**src/rtl/vga_pixel_fetch_pkg.sv**
```systemverilog
// Shared types and constants for the VGA pixel fetch pipeline.
// Palette geometry and per-sample sync/active flags travel in one struct.
package vga_pixel_fetch_pkg;

    localparam int unsigned PAL_DEPTH    = 16;
    localparam int unsigned PAL_IDX_BITS = 4;

    typedef struct packed {
        logic h_sync;
        logic v_sync;
        logic active;
        logic first;
    } sync_flags_t;

endpackage

```
**src/rtl/vga_pixel_fetch_palette.sv**
```systemverilog
// 16-entry writable colour palette with registered read.
// Asynchronous reset restores the grey ramp (entry i = {i,i,i}).
module vga_pixel_fetch_palette
    import vga_pixel_fetch_pkg::*;
#(
    parameter int unsigned COLOR_BITS = 4
) (
    input  logic                      pixel_clock,
    input  logic                      reset,
    input  logic                      we,
    input  logic [PAL_IDX_BITS-1:0]   wr_idx,
    input  logic [3*COLOR_BITS-1:0]   wr_rgb,
    input  logic [PAL_IDX_BITS-1:0]   rd_idx,
    output logic [3*COLOR_BITS-1:0]   rd_rgb
);

    logic [3*COLOR_BITS-1:0] entries [PAL_DEPTH];

    // Read samples the array before this edge's write lands, so a same-cycle
    // write to the index being read returns the previous entry.
    always_ff @(posedge pixel_clock or negedge reset) begin
        if (!reset) begin
            for (int unsigned i = 0; i < PAL_DEPTH; i++) begin
                entries[i] <= {3{COLOR_BITS'(i)}};
            end
            rd_rgb <= '0;
        end else begin
            rd_rgb <= entries[rd_idx];
            if (we) begin
                entries[wr_idx] <= wr_rgb;
            end
        end
    end

endmodule

```
**src/rtl/vga_pixel_fetch.sv**
```systemverilog
// Fetches palette indices from a synchronous framebuffer with integer down-scaling,
// maps them through the palette and keeps sync aligned with colour (4-cycle latency).
module vga_pixel_fetch
    import vga_pixel_fetch_pkg::*;
#(
    parameter int unsigned H_POS_SIZE  = 9,
    parameter int unsigned V_POS_SIZE  = 9,
    parameter int unsigned H_ACTIVE    = 640,
    parameter int unsigned V_ACTIVE    = 480,
    parameter int unsigned SCALE_SHIFT = 1,
    parameter int unsigned ADDR_WIDTH  = 17,
    parameter int unsigned COLOR_BITS  = 4
) (
    input  logic                    pixel_clock,
    input  logic                    reset,
    input  logic                    h_sync_in,
    input  logic                    v_sync_in,
    input  logic [H_POS_SIZE:0]     h_pos,
    input  logic [V_POS_SIZE:0]     v_pos,
    output logic [ADDR_WIDTH-1:0]   mem_addr,
    output logic                    mem_rd,
    input  logic [PAL_IDX_BITS-1:0] mem_data,
    input  logic                    pal_we,
    input  logic [PAL_IDX_BITS-1:0] pal_idx,
    input  logic [3*COLOR_BITS-1:0] pal_rgb,
    output logic                    VGA_HS,
    output logic                    VGA_VS,
    output logic [COLOR_BITS-1:0]   VGA_R,
    output logic [COLOR_BITS-1:0]   VGA_G,
    output logic [COLOR_BITS-1:0]   VGA_B,
    output logic                    frame_start
);

    sync_flags_t               flags_in;
    sync_flags_t               s0, s1, s2, s3;
    logic [H_POS_SIZE:0]       h_q;
    logic [V_POS_SIZE:0]       v_q;
    logic [3*COLOR_BITS-1:0]   pal_q;

    always_comb begin
        flags_in        = '0;
        flags_in.h_sync = h_sync_in;
        flags_in.v_sync = v_sync_in;
        flags_in.active = (h_pos != '1) && (v_pos != '1)
                       && (32'(h_pos) < H_ACTIVE) && (32'(v_pos) < V_ACTIVE);
        flags_in.first  = (h_pos == '0) && (v_pos == '0);
    end

    // s0..s3 run in parallel with address issue, RAM access and palette lookup;
    // s3 lines up with the palette's registered output.
    always_ff @(posedge pixel_clock or negedge reset) begin
        if (!reset) begin
            s0       <= '0;
            s1       <= '0;
            s2       <= '0;
            s3       <= '0;
            h_q      <= '0;
            v_q      <= '0;
            mem_addr <= '0;
            mem_rd   <= 1'b0;
        end else begin
            s0     <= flags_in;
            h_q    <= h_pos;
            v_q    <= v_pos;
            s1     <= s0;
            s2     <= s1;
            s3     <= s2;
            mem_rd <= s0.active;
            if (s0.active) begin
                mem_addr <= ADDR_WIDTH'(ADDR_WIDTH'(v_q >> SCALE_SHIFT)
                                        * ADDR_WIDTH'(H_ACTIVE >> SCALE_SHIFT)
                                        + ADDR_WIDTH'(h_q >> SCALE_SHIFT));
            end
        end
    end

    vga_pixel_fetch_palette #(
        .COLOR_BITS (COLOR_BITS)
    ) u_palette (
        .pixel_clock (pixel_clock),
        .reset       (reset),
        .we          (pal_we),
        .wr_idx      (pal_idx),
        .wr_rgb      (pal_rgb),
        .rd_idx      (mem_data),
        .rd_rgb      (pal_q)
    );

    assign VGA_HS      = s3.h_sync;
    assign VGA_VS      = s3.v_sync;
    assign frame_start = s3.first;
    assign {VGA_R, VGA_G, VGA_B} = s3.active ? pal_q : '0;

endmodule

```
**config.mk**
```make
export PLATFORM = sky130hd
export DESIGN_NAME = vga_pixel_fetch
export DESIGN_NICKNAME = d
export VERILOG_FILES = /design/src/rtl/vga_pixel_fetch_pkg.sv /design/src/rtl/vga_pixel_fetch_palette.sv /design/src/rtl/vga_pixel_fetch.sv
export SDC_FILE = /design/constraint.sdc
export NUM_CORES = 1
export LEC_CHECK = 0
export BUFFER_PORTS_ARGS = -buffer_cell sky130_fd_sc_hd__buf_2
export CORE_ASPECT_RATIO = 1.25
export CORE_MARGIN = 5
export CORE_UTILIZATION = 55
export DETAILED_ROUTE_END_ITERATION = 8
export PLACE_DENSITY_LB_ADDON = 0.05
export SLEW_MARGIN = 10
export SYNTH_ARGS = -nofsm -noshare
export SYNTH_HDL_FRONTEND = slang
export SYNTH_SLANG_ARGS = --single-unit
```
**constraint.sdc**
```tcl
create_clock -name pixel_clock -period 3.2 [get_ports pixel_clock]
set_clock_uncertainty 0.1 [all_clocks]
set_input_delay 0.64 -clock pixel_clock [delete_from_list [all_inputs] [get_ports pixel_clock]]
set_output_delay 0.64 -clock pixel_clock [all_outputs]
set_load 0.1 [all_outputs]
```
---- Yosys cells after proc, flatten, opt, wreduce, memory -nomap -nowiden ----
Index checks and enable logic that the tools add are counted.
cells by class
  eq/ne operators ......................... 2
  $add $sub $neg .......................... 1
  bitwise logic cells ..................... 2
  reductions and logical operators ........ 7
  multiply operators ...................... 1
  magnitude comparators ................... 5
  multiplexer cells ....................... 7
operators with widths
  cell                                                                            number
  192-bit bitwise mux                                                             1
  12-bit binary-select mux with 4-bit select                                      1
  12-bit demux with 4-bit select                                                  1
  12-bit 2-to-1 mux                                                               4
  10-bit logical NOT                                                              2
  10-bit != test (second input constant)                                          2
  17-bit by 9-bit adder with 17-bit output                                        1
  9-bit by 3-bit multiplier with 11-bit output (second input constant)            1
  5-bit greater-or-equal comparator (second input constant)                       2
  10-bit less-than comparator (second input constant)                             1
  10-bit by 9-bit less-than comparator with 1-bit output (second input constant)  1
  4-bit inverter with 5-bit output                                                2
  1-bit logical AND                                                               5
  5-bit by 1-bit less-than comparator with 1-bit output (second input constant)   1
storage, ports and cells
  bits of input ports ..................... 45
  bits in registers ....................... 257
  output and inout bits ................... 33
  logic and storage cells ................. 61

---- Logic depth before layout (Yosys ltp) ----
Gate-level depths: netlist (run 1).
  word-level depth ........................ 6
  depth in mapped cells ................... 9
  gate-level depth less buffers ........... 9

---- By module ----
From an unflattened synthesis (run 1), not the netlist that was laid out.
second synthesis, totals
  cell total of the unflattened synthesis .. 732
  area total of the unflattened synthesis .. 11,322.1 um^2
modules (own cells, without submodules)
  module                   area an instance (um^2)  cells each  instances  seq. area each (um^2)
  vga_pixel_fetch_palette  9,053.7                  552         1          5,225.0
  vga_pixel_fetch          2,268.4                  180         1          1,276.2

---- Worst setup path after synthesis (run 1) ----
Ideal clock, no wire load.
  kind .................................... register to register
  start point ............................. register v_q[2]
  end point ............................... register mem_addr[16]
  cell stages (with the launch flop) ...... 10
  data arrival time ....................... 2.601 ns
  data required time ...................... 2.974 ns
  setup slack ............................. 0.372 ns
  library setup time ...................... 0.126 ns
  buffers on the path ..................... 0
  period minus slack after synthesis ...... 2.828 ns
  path through ............................ dfrtp_1 > ha_1 > ha_1 > fa_1 > a211oi_2 > nor2_2 > nor4b_2 > and4b_1 > xnor3_1 > mux2_4
between the ends
  cells in the longest elaborated chain, start to end .. 2
RTL lines
  item                                          line                   source
  start, declared                               vga_pixel_fetch.sv:37  logic [V_POS_SIZE:0] v_q;
  start signal, assigned                        vga_pixel_fetch.sv:64  v_q <= v_pos;
  9-bit by 3-bit multiplier with 11-bit output  vga_pixel_fetch.sv:71  * ADDR_WIDTH'(H_ACTIVE >> SCALE_SHIFT)
  17-bit by 9-bit adder with 17-bit output      vga_pixel_fetch.sv:72  + ADDR_WIDTH'(h_q >> SCALE_SHIFT));
  end signal, assigned                          vga_pixel_fetch.sv:70  mem_addr <= ADDR_WIDTH'(ADDR_WIDTH'(v_q >> SCALE_SHIFT)
  end, declared                                 vga_pixel_fetch.sv:20  output logic [ADDR_WIDTH-1:0] mem_addr,
No other way between the ends.
A chain may end at the register's enable or synchronous reset.

---- Worst setup path after layout (run 1) ----
Ends and elaborated chain as after synthesis.

==> qor.yml, run 1 <==
die-area_mm2: 0.0236
critical_path.startpoint_type: "register"
cp_cell_sequence: "ha_1, ha_1, fa_1, a211oi_2, nor2_2, nor4b_2, and4b_1, xnor3_1, mux2_4"
cts_hold_buf: 0
synthesis.nets: 768
setup_viol: 0
io_buffers: 77
period_needed_ns: 3.02
antenna_found_initial: 0
cts_tree: "done"
synthesis.area_mm2: 0.0113
fin_crit_sh_pct: 94.4
tightestPinTransition_ns: 0.848
critical_path.most_common_cell: "ha_1"
setup_tns_ns: 0
clock_path_buffers: 3
dr.pass1.iters: 6
hold_path.class: "primary input to asynchronous set/reset pin"
combPwrFrac_pct: 21.7
drive_above_1_share_pct: 63.2
slew-limit-headroom_pct: 43.5
clock_sinks: 255
num_vias: 6403
drv_cap: 0
worstSetupPathType: "register to register"
cp.depth: 9
layout_common_cells: "mux2_2, dfrtp_1, dfstp_2"
slowest_delay_ns: 0.42
grt_max_degree: 84
initial_core_util_pct: 56.1
dieHeight_um: 170
post_drt_wl_per_cell_um: 22.9
grt_pass1_wl_um: 39600
cp_max_fo: 3
htree_levels: 1
switching_power_uw: 2660
register_area_mm2: 0.00650
sw_frac_of_total_pct: 27.8
synth-seq-cells: 255
yosysWarnings: 0
drt-total-wl_um: 24800
status: "finished, final reports clean"
nNetsFinal: 855
clk_latency_ns: 0.52
avgSynthCellArea_um2: 16.1
slew_viol_final: 0
grt_overflow: 0
p_clk_share_pct: 31.7
synthCells: 704
crit_buf_inv: 0
synth_seq_area_share_pct: 57.4
path_clk_slew_ns: 0.06
ys_types: 42
ir_drop_uv: 598
syn2layout_area_growth_pct: 15.1
cp-end-kind: "register"
rsz0062_at_grt: "no"
place_area_mm2: 0.0122
leakage_uw: 0.00551
grt_pass1_vias: 7066
p_int_uw: 6890
crit_slowest_cell: "fa_1"
drtIter0Drc: 331
p_seq_share_pct: 46.6
cts-resized-gates: 0
fin_area_mm2: 0.0130
ioPinCount: 78
die_w_um: 138
vias_per_cell: 5.93
stdcell_count: 1080
rr_worst_depth: 9
max_freq_mhz: 331
drc: 0
fillers: 1486
dp_cells: 1034
timing.critical_path.arrival_ns: 3.31
post_cts_buffers: 0
cts_buffers: 25
layout_commonest_cell: "mux2_2"
grt_use_total_pct: 21.5
multi_input_area_mm2: 0.00463
power_density_mw_per_mm2: 733
row_count: 58
critical_path_required_ns: 3.49
cts_root_buffer: "clkbuf_16"
cp_top_family: "adder cells"
diodes: 0
hpwl_um: 15600
place.gp.congestion: 0.735
hold_viol: 0
final_antenna_net_count: 0
power.total_uw: 9550
fp.coreArea_mm2: 0.0202
-- flip-flops by register name, summed over array words and instances (netlist names) --
| signal | flops |
|---|---|
| s2 | 4 |
| v_q | 9 |
| mem_addr | 17 |
| u_palette.entries | 192 |
| frame_start | 1 |
| VGA_HS | 1 |
| h_q | 9 |
| s1 | 4 |
| s0 | 4 |
| u_palette.rd_rgb | 12 |
| VGA_VS | 1 |
| s3 | 1 |
-- synth_stat cells (all sizes together) --
cell | n | area share [%]
and2b | 1 | 0.077
xnor2 | 4 | 0.31
nor2 | 24 | 0.82
inv | 7 | 0.23
dfstp | 96 | 22
xnor3 | 1 | 0.20
nor4 | 6 | 0.33
a21oi | 8 | 0.35
a211oi | 3 | 0.29
nand2 | 10 | 0.33
and2 | 12 | 0.66
o21ai | 6 | 0.27
nand3 | 5 | 0.22
nor2b | 4 | 0.22
buf | 19 | 0.87
nor4b | 1 | 0.13
a21o | 2 | 0.13
or4 | 1 | 0.066
fa | 2 | 0.35
or3 | 1 | 0.055
or3b | 1 | 0.077
ha | 17 | 1.9
a221oi | 1 | 0.077
o21a | 1 | 0.066
mux4 | 60 | 12
nand4 | 2 | 0.11
mux2i | 1 | 0.088
dfrtp | 159 | 35
nor3 | 6 | 0.27
xor2 | 5 | 0.39
o21bai | 1 | 0.066
nand2b | 3 | 0.17
clkbuf | 25 | 0.83
a221o | 1 | 0.088
nor3b | 4 | 0.27
and4b | 1 | 0.088
mux2 | 203 | 20
-- final cells by class --
class,instances,area share [%]
Tap cell,270,2.59
Timing Repair Buffer,104,5.19
Sequential cell,255,49.9
Clock buffer,39,5.67
Multi-Input combinational cell,398,35.5
Clock inverter,7,0.893
Inverter,7,0.202
-- final timing paths --
kind	endpoint	start	slack, ns
hold / removal	u_palette.entries[156]	reset	0.009
min in group pixel_clock	s0[2]	v_sync_in	0.12
setup / recovery	mem_addr[16]	v_q[2]	0.18
hold reg to reg	s1[2]	s0[2]	0.25
max in group asynchronous	u_palette.entries[14]	reset	2.07
setup reg to reg	mem_addr[16]	v_q[2]	0.18
-- layer usage --
metal	vias up	GRT usage, %	wire length (um)
li1	2775	-	-
met1	3439	28.0	10200
met2	145	38.5	13100
met3	44	2.78	888
met4	0	5.63	555
met5	-	0	0
-- logic make-up (layout without fill, tap and decap cells) --
logic type	Yosys count	count (layout)	share of synthesized area [%]
adder cells (fa/ha/maj)	19	19	2.23
buffers and inverters	51	157	1.93
flip-flops	255	255	57.4
multiplexers	264	264	32.3
AND/OR/NAND/NOR	82	82	3.89
XOR/XNOR	10	10	0.895
AO/OA/AOI/OAI	23	23	1.34
-- power groups by stage --
stage	clock network, uW	registers, uW	logic [uW]
after detailed placement	0	4500	2090
after global placement	0	4430	2020
after global routing	3220	4530	2220
final	3020	4450	2070
after CTS	3090	4450	2100
after floorplan	0	4780	1270
-- metrics by stage --
step	worst slack (ns)	hold slack [ns]	util, %
3_5_place_dp	0.199	0.236	60.3
5_1_grt	0.0584	0.0567	64.6
6_report	0.181	0.00946	64.6
3_3_place_gp	0.240	0.233	60.3
4_1_cts	0.181	0.0213	64.6
2_1_floorplan	0.372	0.231	-
-- worst register-to-register path, delay by kind of cell, from the launching register on --
kind	cells	cell delay, ns
AOI/OAI and AO/OA	1	0.32
xor gates and xnor gates	1	0.21
adders and majority gates	3	0.97
DFF	1	0.40
muxes	1	0.26
and+or+nand+nor	3	0.65
No activity file was read; power rests on OpenSTA's default activity.
==> run 2: changes to the inputs <==
--- a/config.mk
+++ b/config.mk
@@ -14,4 +14,5 @@
 export SLEW_MARGIN = 10
 export SYNTH_ARGS = -nofsm -noshare
 export SYNTH_HDL_FRONTEND = slang
+export SYNTH_HIERARCHICAL = 1
 export SYNTH_SLANG_ARGS = --single-unit
==> qor.yml, run 2 <==
status: "finished, final reports clean"
synthesis.area_mm2: 0.0113  # about the same
fin_crit_sh_pct: 94.9  # +0.56 points
grt_use_total_pct: 22.4  # +0.91 points
timing.critical_path.arrival_ns: 3.34  # +0.03 ns
critPathLaunch: "v_q[2]"
r2r_slack_ns: 0.16  # -0.02 ns
synth_top_cell_area_share_pct: 35.1  # about the same
yosysTopAreaCell: "dfrtp_1"
fp.coreArea_mm2: 0.0202  # unchanged
cp-end-kind: "register"
die_w_um: 138  # about the same
grt_overflow: 0  # unchanged
vias_per_cell: 5.89  # -0.71%
layout_commonest_cell: "mux2_2"
cts_hold_buf: 0  # unchanged
yosys.area_share.xor_xnor_pct: 0.895  # about the same
power_density_mw_per_mm2: 732  # -0.13%
clk_latency_ns: 0.52  # about the same
cp_max_fo: 3  # unchanged
top_regs: "u_palette/entries x192, mem_addr x17, u_palette/rd_rgb x12"
die-area_mm2: 0.0236  # about the same
syn2layout_area_growth_pct: 15.6
clock_path_buffers: 3  # unchanged
hold_viol: 0  # unchanged
drc: 0  # unchanged
cp.depth: 9  # unchanged
clock_sinks: 255  # unchanged
layout_common_cells: "mux2_2, dfrtp_1, dfstp_2"
dieHeight_um: 170  # about the same
grt_pass1_wl_um: 41200  # +3.9%
slew-limit-headroom_pct: 42.4  # -1.0 points
synth-seq-cells: 255  # unchanged
post_drt_wl_per_cell_um: 23.1  # +0.74%
endpoint: "mem_addr[16]"
hpwl_um: 16400  # +5.3%
cp_cell_sequence: "ha_1, ha_1, fa_1, a211oi_2, nor2_2, a311oi_2, and4b_1, xnor3_1, mux2_4"
critical_path.most_common_cell: "ha_1"
dr.pass1.iters: 4  # -2
r2r-start: "v_q[2]"
drive_above_1_share_pct: 60.3  # -2.9 points
tightestPinTransition_ns: 0.863  # +0.0156 ns
critical_path.startpoint_type: "register"
place.gp.congestion: 0.812  # +10%
path_clk_slew_ns: 0.06  # about the same
grt_pass1_vias: 7306  # +3.4%
final_antenna_net_count: 0  # unchanged
synthTopCellsByArea: "dfrtp_1, dfstp_2, mux2_2, mux4_2, ha_1"
top_register: "u_palette/entries"
synthCells: 732  # +4.0%
initial_core_util_pct: 56.1  # about the same
post-route-util_pct: 64.9  # +0.30 points
hold_path.class: "primary input to asynchronous set/reset pin"
num_vias: 6546  # +2.2%
row_count: 58  # unchanged
slowest_delay_ns: 0.48  # +0.06 ns
synth_most_common_cell: "mux2_2"
cts_root_buffer: "clkbuf_16"
avgSynthCellArea_um2: 15.5  # -3.8%
largest_reg_flops: 192  # unchanged
grt_max_degree: 94  # +12%
stdcell_count: 1112  # +3.0%
ioPinCount: 78  # unchanged
cts_tree: "done"
cp_top_family: "adder cells"
synth_seq_area_share_pct: 57.4  # about the same
drv_cap: 0  # unchanged
cts_buffers: 26  # +4.0%
worstSetupPathType: "register to register"
async_flop_share_pct: 100  # unchanged
drtIter0Drc: 283  # -15%
crit_slowest_cell: "fa_1"
synth_top_family_by_area: "multiplexers"
ir_drop_uv: 669  # +12%
synth_mux_area_share_pct: 29.9  # -2.4 points
htree_levels: 1  # unchanged
critical_path_required_ns: 3.50  # about the same
slew_viol_final: 0  # unchanged
dp_cells: 1063  # +2.8%
max_freq_mhz: 329  # -0.59%
synth_compound_area_share_pct: 2.96  # +1.6 points
nNetsFinal: 886  # +3.6%
yosysWarnings: 6  # +6
synth_fa_ha_area_share_pct: 2.23  # about the same
synth_simple_gate_area_share_pct: 4.50  # +0.61 points
leakage_uw: 0.00558  # +1.4%
setup_viol: 0  # unchanged
diodes: 0  # unchanged
synth_flop_cell: "dfrtp_1"
reg2reg_to: "mem_addr[16]"
crit_buf_inv: 0  # unchanged
synth_enable_flop_cells: 0  # unchanged
ys_types: 44  # +4.8%
rr_worst_depth: 9  # unchanged
antenna_found_initial: 0  # unchanged
ys_top_cells_by_count: "mux2_2, dfrtp_1, dfstp_2"
fillers: 1528  # +2.8%
drt-total-wl_um: 25700  # +3.7%
io_buffers: 77  # unchanged
power.total_uw: 9580  # +0.34%
period_needed_ns: 3.04  # +0.0178 ns
synthesis.nets: 796  # +3.6%
-- run 2: layout make-up --
type / count / area, um2 / area share [%]
clock buffers: 42 / 792 / 6.05
clock inverters: 6 / 109 / 0.832
flip-flops and latches: 255 / 6500 / 49.7
repair buffers: 108 / 693 / 5.30
multi-input cells: 424 / 4620 / 35.3
inverters: 7 / 26.3 / 0.201
well taps: 270 / 338 / 2.58
-- run 2: cell families (layout without fill, tap and decap cells) --
| family | after synthesis | in the layout |
|---|---|---|
| simple gates | 96 | 96 |
| mux | 252 | 252 |
| compound gates | 47 | 47 |
| fa+ha+maj | 19 | 19 |
| xor+xnor | 10 | 10 |
| flops | 255 | 255 |
| buf+inv | 53 | 163 |
-- run 2: repair_timing --
action                                 in CTS  in global routing
setup endpoints to repair                   0                  1
setup buffers                               0                  1
endpoints found under the hold margin       0                  0
resized for setup                           0                  2
-- run 2: metrics by stage --
step | hold WS (ns) | setup TNS (ns) | setup slack (ns) | area [um2]
finish | 0.0150 | 0 | 0.163 | 13100
global placement | 0.232 | 0 | 0.132 | 12200
detailed placement | 0.235 | 0 | 0.0767 | 12200
floorplan | 0.231 | 0 | 0.228 | 11300
CTS | 0.0400 | 0 | 0.0722 | 13100
global route | 0.0623 | -0.00676 | -0.00676 | 13100
-- run 2: power by group --
| part | internal, uW | leakage (uW) | switching [uW] |
|---|---|---|---|
| clock network | 1930 | 0.000441 | 1180 |
| logic | 914 | 0.00220 | 1120 |
| registers | 4100 | 0.00294 | 330 |
| total | 6950 | 0.00558 | 2630 |
-- run 2: worst register-to-register path: cells and delay by family, from the launching register on --
| kind | cells | cell delay [ns] |
|---|---|---|
| simple gates | 2 | 0.34 |
| fa+ha+maj | 3 | 1.03 |
| flops | 1 | 0.41 |
| mux | 1 | 0.26 |
| xor+xnor | 1 | 0.18 |
| compound gates | 2 | 0.61 |
-- run 2: worst min path at each step --
stage,from,endpoint,slack (ns)
after detailed placement,s1[2],s2[2],0.23
after floorplan,s2[3],VGA_HS,0.23
final,reset,u_palette/entries[186],0.02
after global placement,s0[2],s1[2],0.23
after CTS,reset,u_palette/entries[186],0.04
after global routing,reset,u_palette/entries[186],0.06
-- run 2: layer usage --
metal	share of wire, %	track usage, %
met5	0	0
met4	3.7	7.86
met3	3.8	3.32
met2	52	39.2
met1	41	28.8
